**config.mk**
```make
export PLATFORM = sky130hd
export DESIGN_NAME = mem_arbiter
export DESIGN_NICKNAME = d
export VERILOG_FILES = /design/src/rtl/mem_arbiter.sv
export SDC_FILE = /design/constraint.sdc
export NUM_CORES = 1
export LEC_CHECK = 0
export ABC_AREA = 1
export CORE_ASPECT_RATIO = 1.2
export CORE_UTILIZATION = 30
export DETAILED_ROUTE_END_ITERATION = 8
export PLACE_DENSITY = 0.78
export SLEW_MARGIN = 30
export SYNTH_ARGS = -nofsm -noshare
export SYNTH_HDL_FRONTEND = slang
export SYNTH_SLANG_ARGS = --single-unit
```
**constraint.sdc**
```tcl
create_clock -name clk -period 1.3 [get_ports clk]
set_input_delay 0.13 -clock clk [delete_from_list [all_inputs] [get_ports clk]]
set_output_delay 0.13 -clock clk [all_outputs]
set_load 0.05 [all_outputs]
```
**src/rtl/mem_arbiter.sv**
```systemverilog
// Two-master memory port arbiter: instruction fetch (IF) and load/store (DM) share one valid/ready port.
// Define MEM_ARB_FAIRNESS_EN to bound how many back-to-back DM grants may pass a waiting IF request.
module mem_arbiter #(
   parameter int ADDR_WIDTH      = 32,
   parameter int DATA_WIDTH      = 32,
   parameter int MAX_DATA_STREAK = 4
) (
   input  logic                  clk,
   input  logic                  reset,
   input  logic                  if_req,
   input  logic [ADDR_WIDTH-1:0] if_addr,
   output logic [DATA_WIDTH-1:0] if_rdata,
   output logic                  if_done,
   input  logic                  dm_req,
   input  logic                  dm_write,
   input  logic [ADDR_WIDTH-1:0] dm_addr,
   input  logic [DATA_WIDTH-1:0] dm_wdata,
   input  logic [2:0]            dm_length,
   output logic [DATA_WIDTH-1:0] dm_rdata,
   output logic                  dm_done,
   output logic                  mem_valid,
   output logic                  mem_write,
   output logic [ADDR_WIDTH-1:0] mem_addr,
   output logic [DATA_WIDTH-1:0] mem_wdata,
   output logic [2:0]            mem_length,
   input  logic                  mem_ready,
   input  logic [DATA_WIDTH-1:0] mem_rdata
);
   typedef enum logic [1:0] {IDLE, GNT_IF, GNT_DM, RESP} state_t;

   state_t state;
   logic   grant_if;

`ifdef MEM_ARB_FAIRNESS_EN
   localparam int SW = $clog2(MAX_DATA_STREAK + 1);
   logic [SW-1:0] streak;

   // IF overrides DM priority once DM has won MAX_DATA_STREAK grants in a row over it
   assign grant_if = if_req && (!dm_req || (streak == SW'(MAX_DATA_STREAK)));

   always_ff @(posedge clk) begin
      if (reset)
         streak <= '0;
      else if (state == IDLE) begin
         if (grant_if)
            streak <= '0;
         else if (dm_req)
            streak <= if_req ? streak + SW'(1) : '0;
      end
   end
`else
   assign grant_if = if_req && !dm_req;
`endif

   always_ff @(posedge clk) begin
      if (reset) begin
         state      <= IDLE;
         if_rdata   <= '0;
         if_done    <= 1'b0;
         dm_rdata   <= '0;
         dm_done    <= 1'b0;
         mem_valid  <= 1'b0;
         mem_write  <= 1'b0;
         mem_addr   <= '0;
         mem_wdata  <= '0;
         mem_length <= '0;
      end else begin
         case (state)
            IDLE: begin
               if_done <= 1'b0;
               dm_done <= 1'b0;
               if (grant_if) begin
                  state      <= GNT_IF;
                  mem_valid  <= 1'b1;
                  mem_write  <= 1'b0;
                  mem_addr   <= if_addr;
                  mem_wdata  <= '0;
                  mem_length <= 3'b010;
               end else if (dm_req) begin
                  state      <= GNT_DM;
                  mem_valid  <= 1'b1;
                  mem_write  <= dm_write;
                  mem_addr   <= dm_addr;
                  mem_wdata  <= dm_wdata;
                  mem_length <= dm_length;
               end
            end
            GNT_IF: begin
               if (mem_ready) begin
                  state     <= RESP;
                  mem_valid <= 1'b0;
                  if_done   <= 1'b1;
                  if_rdata  <= mem_rdata;
               end
            end
            GNT_DM: begin
               if (mem_ready) begin
                  state     <= RESP;
                  mem_valid <= 1'b0;
                  dm_done   <= 1'b1;
                  // stores leave the last load result visible
                  if (!mem_write)
                     dm_rdata <= mem_rdata;
               end
            end
            RESP: begin
               state   <= IDLE;
               if_done <= 1'b0;
               dm_done <= 1'b0;
            end
            default: state <= IDLE;
         endcase
      end
   end
endmodule

```
==> flow_metrics.env <==
export IMPL_run_status="finished, violations left"
export IMPL_failing_checks="negative setup slack"
export IMPL_synth_area_per_cell_um2=7.232
export IMPL_yosysSeqAreaShare=0.5209
export IMPL_cts_sink_count=137
export IMPL_critical_path_max_stage_delay_ns=0.36
export IMPL_floorplan_core_area_um2=17050
export IMPL_power_frac_comb=0.557
export IMPL_cts_buffers=17
export IMPL_clockPowerShare=0.191
export IMPL_synthesis_nets=870
export IMPL_path_common_cell="nor2_1"
export IMPL_routabilityCongestion=0.8224
export IMPL_critPathArrivalTime_ns=1.76
export IMPL_grtUsageTotal=0.2147
export IMPL_path_cells="inv_4, ha_4, nand2_4, nor2_4, buf_6, inv_8, buf_12, nor2_1, nor2_1"
export IMPL_vdd_drop_max_mv=1.272
export IMPL_numPlacedInstances=1201
export IMPL_rr_startpoint="state[0]$_SDFFE_PP0P_"
export IMPL_synth_warnings=0
export IMPL_placedInstanceArea_um2=9803
export IMPL_diodes=0
export IMPL_worst_slew_margin_rel=0.7040
export IMPL_synth_seq_cells=137
export IMPL_rsz_0062_raised_after_global_routing="yes"
export IMPL_fin_nets=1171
export IMPL_overflow=0
export IMPL_hold_viol=0
export IMPL_first_pass_iters=4
export IMPL_postRouteAntennaNets=0
export IMPL_worst_r2r_cell_count=9
export IMPL_syn_cell_area_um2=5265
export IMPL_row_count=52
export IMPL_wl_um=21390
export IMPL_ios=272
export IMPL_min_period_over_period=1.118
export IMPL_pwr_share_seq=0.252
export IMPL_effective_utilization_at_floorplan=0.3089
export IMPL_required_ns=1.61
export IMPL_regToRegSetupSlack_ns=-0.15
export IMPL_route_detailed_vias_per_inst=4.746
export IMPL_min_to="mem_addr[10]$_SDFFE_PP0P_"
export IMPL_critical_path_startpoint_type="flip-flop"
export IMPL_vias=5971
export IMPL_htree_num_levels=4
export IMPL_timing_critical_path_slowest_stage_cell="dfxtp_2"
export IMPL_fp_dieArea_um2=18090
export IMPL_worst_slew_pin_slew_ns=0.4423
export IMPL_power_switching_mw=10.35
export IMPL_final_max_slew_viol_count=0
export IMPL_io_buffers=271
export IMPL_post_synth_inst_count=728
export IMPL_first_global_vias=5800
export IMPL_grt_max_degree=52
export IMPL_power_static_leakage_nw=4.663
export IMPL_timing_setup_critical_path_class="flip-flop to flip-flop"
export IMPL_yosys_cell_types_count=17
export IMPL_crit_path_max_fanout=6
export IMPL_area_share_of_the_largest_cell_type_after_synthesis=0.5209
export IMPL_p_total_mw=25.44
export IMPL_period_minus_slack_ns=1.454
export IMPL_final_design_instance_area_without_fill_um2=11430
export IMPL_min_from="if_addr[10]"
export IMPL_synth_top_cells_by_area="dfxtp_1, nor2_1, nand2_1"
export IMPL_clock_insertion_delay_worst_skew_ns=0.41
export IMPL_place_hpwl_um=13230
export IMPL_synthToLayoutAreaGrowth_pct=117.1
export IMPL_grt_pass1_wl_um=29770
export IMPL_r2r_end="dm_rdata[1]$_SDFFE_PP0P_"
export IMPL_ctsLongestPathBuffers=2
export IMPL_fmaxAchievable_mhz=687.8
export IMPL_antenna_found_initial=0
export IMPL_timing_critical_path_to_type="flip-flop"
export IMPL_p_sw_frac=0.4069
export IMPL_die_w_um=122.9
export IMPL_cts_tree="done"
export IMPL_post_route_drc_count=0
export IMPL_timing_setup_tns_ns=-5.443
export IMPL_cts_hold_fix_bufs=0
export IMPL_timing_final_ws_setup_ns=-0.1539
export IMPL_initialDrtViolationCount=195
export IMPL_synth_top_area_cell="dfxtp_1"
export IMPL_clockRootBuffer="clkbuf_16"
export IMPL_clk_transition_reported_paths_ns=0.06
export IMPL_hold_depth=3
export IMPL_post_layout_nonfiller_instances=1258
export IMPL_fin_skew_ns=0.009921
export IMPL_die_height_um=147.1
export IMPL_drv_max_cap_violation_count=0
export IMPL_power_density_nw_per_um2=2225
export IMPL_detailedPlace_worstSlack_ns=-0.2542
export IMPL_post_drt_wl_per_cell_um=17.00
export IMPL_drive_above_1_share=0.3340
export IMPL_final_setup_viol_count=110
export IMPL_min_path_type="input port to flip-flop"
export IMPL_internal_power_mw=15.09
-- critical path, delay by kind of cell, from the launching register on --
| family | cells | cell delay, ns |
|---|---|---|
| buffers and inverters | 4 | 0.45 |
| AND/OR/NAND/NOR | 4 | 0.37 |
| flip-flops | 1 | 0.36 |
| adder cells (fa/ha/maj) | 1 | 0.17 |
-- cells in the final DEF (no fill, tap or decap), types with 2 or more instances in the layout --
cell type        netlist  routed
ha_2                   0       2
dfxtp_1              137     134
nor2_4                 0      14
a21oi_1               70      47
inv_6                  0       2
clkinvlp_4             0       4
buf_4                  4      17
buf_6                  0       8
inv_2                  4       3
clkinv_2               0       2
bufinv_16              0       2
nand2_1              117     107
nor2_1               202     151
o21ai_1               15      52
clkbuf_16              0      25
nand2_4                0       7
o21ai_2                0      22
nor2_2                 2      39
buf_8                  0       4
clkbuf_1              25       2
dfxtp_2                0       2
buf_12                 0     151
o21ai_4                0       2
nand2_2                0       3
ha_4                   0       2
a21oi_2                0      22
inv_8                  0       2
buf_16                 0       5
clkdlybuf4s50_1        0     136
o21ai_0               85      24
inv_4                  0       2
clkbuf_8               0       3
inv_1                 41      37
-- power by group through the flow --
stage | clock network, mW | registers, mW | logic, mW
finish | 4.86 | 6.41 | 14.2
floorplan | 0 | 9.07 | 2.67
CTS | 4.93 | 6.31 | 12.8
detailed placement | 0 | 6.33 | 11.6
global route | 5.10 | 6.52 | 14.8
global placement | 0 | 6.28 | 11.5
-- synthesized netlist by cell type --
| library cell | instances |
|---|---|
| nor2_1 | 202 |
| dfxtp_1 | 137 |
| nand2_1 | 117 |
| o21ai_0 | 85 |
| a21oi_1 | 70 |
| inv_1 | 41 |
| clkbuf_1 | 25 |
| buf_2 | 17 |
| o21ai_1 | 15 |
| ha_1 | 5 |
| buf_4 | 4 |
| inv_2 | 4 |
| nor2_2 | 2 |
| clkbuf_2 | 1 |
| nand3_1 | 1 |
| nand4_1 | 1 |
| nor3_1 | 1 |
-- stage by stage --
stage,hold slack (ns),utilization
finish,0.2688,0.6706
global route,0.2679,0.6706
CTS,0.2505,0.6342
detailed placement,0.4869,0.5751
global placement,0.4834,0.5751
floorplan,0.2649,-
-- routing by layer --
layer	wire length, µm	part of all wire	GRT usage
met2	11080	0.52	0.3756
met3	1363	0.064	0.05978
met4	946	0.044	0.1134
met1	7996	0.37	0.2310
met5	0	0	0
-- worst max path at each step --
stage,startpoint,to,slack [ns],cells after the start
final,state[0]$_SDFFE_PP0P_,dm_rdata[1]$_SDFFE_PP0P_,-0.15,9
after global routing,state[0]$_SDFFE_PP0P_,dm_rdata[1]$_SDFFE_PP0P_,-0.23,8
after CTS,state[0]$_SDFFE_PP0P_,mem_addr[20]$_SDFFE_PP0P_,-0.07,9
after detailed placement,dm_req,mem_wdata[3]$_SDFFE_PP0P_,-0.25,6
after global placement,state[1]$_SDFFE_PP0P_,mem_wdata[31]$_SDFFE_PP0P_,-0.24,7
after floorplan,state[0]$_SDFFE_PP0P_,mem_wdata[10]$_SDFFE_PP0P_,-0.03,7
-- flip-flops by register name, summed over array words and instances, names as in the netlist --
register / count
if_rdata: 32
mem_addr: 32
dm_rdata: 32
mem_valid: 1
dm_done: 1
if_done: 1
mem_length: 3
mem_wdata: 32
mem_write: 1
state: 2
-- cells by family after synthesis --
family                     Yosys count  synth area share
and+or+nand+nor                    324            0.2329
AOI/OAI and AO/OA                  170            0.1616
DFF                                137            0.5209
buffers and inverters               92           0.07272
adders and majority gates            5           0.01188
-- cell type report --
class | instances | area [µm²]
clock buffers | 22 | 474.2
clock inverters | 10 | 117.6
fillers | 1248 | 5615
inverters | 45 | 193.9
multi-input cells | 499 | 2626
flip-flops and latches | 137 | 2749
well taps | 216 | 270.3
repair buffers | 329 | 5000
-- timing repair --
action / 4_1_cts / 5_1_grt
buffers inserted: 6 / 2
hold endpoints to repair: 0 / 0
resized for setup: 84 / 161
pin swaps: 9 / 14
setup endpoints to repair: 134 / 118
cloned: 8 / 10
No activity file was read; power rests on OpenSTA's default activity.
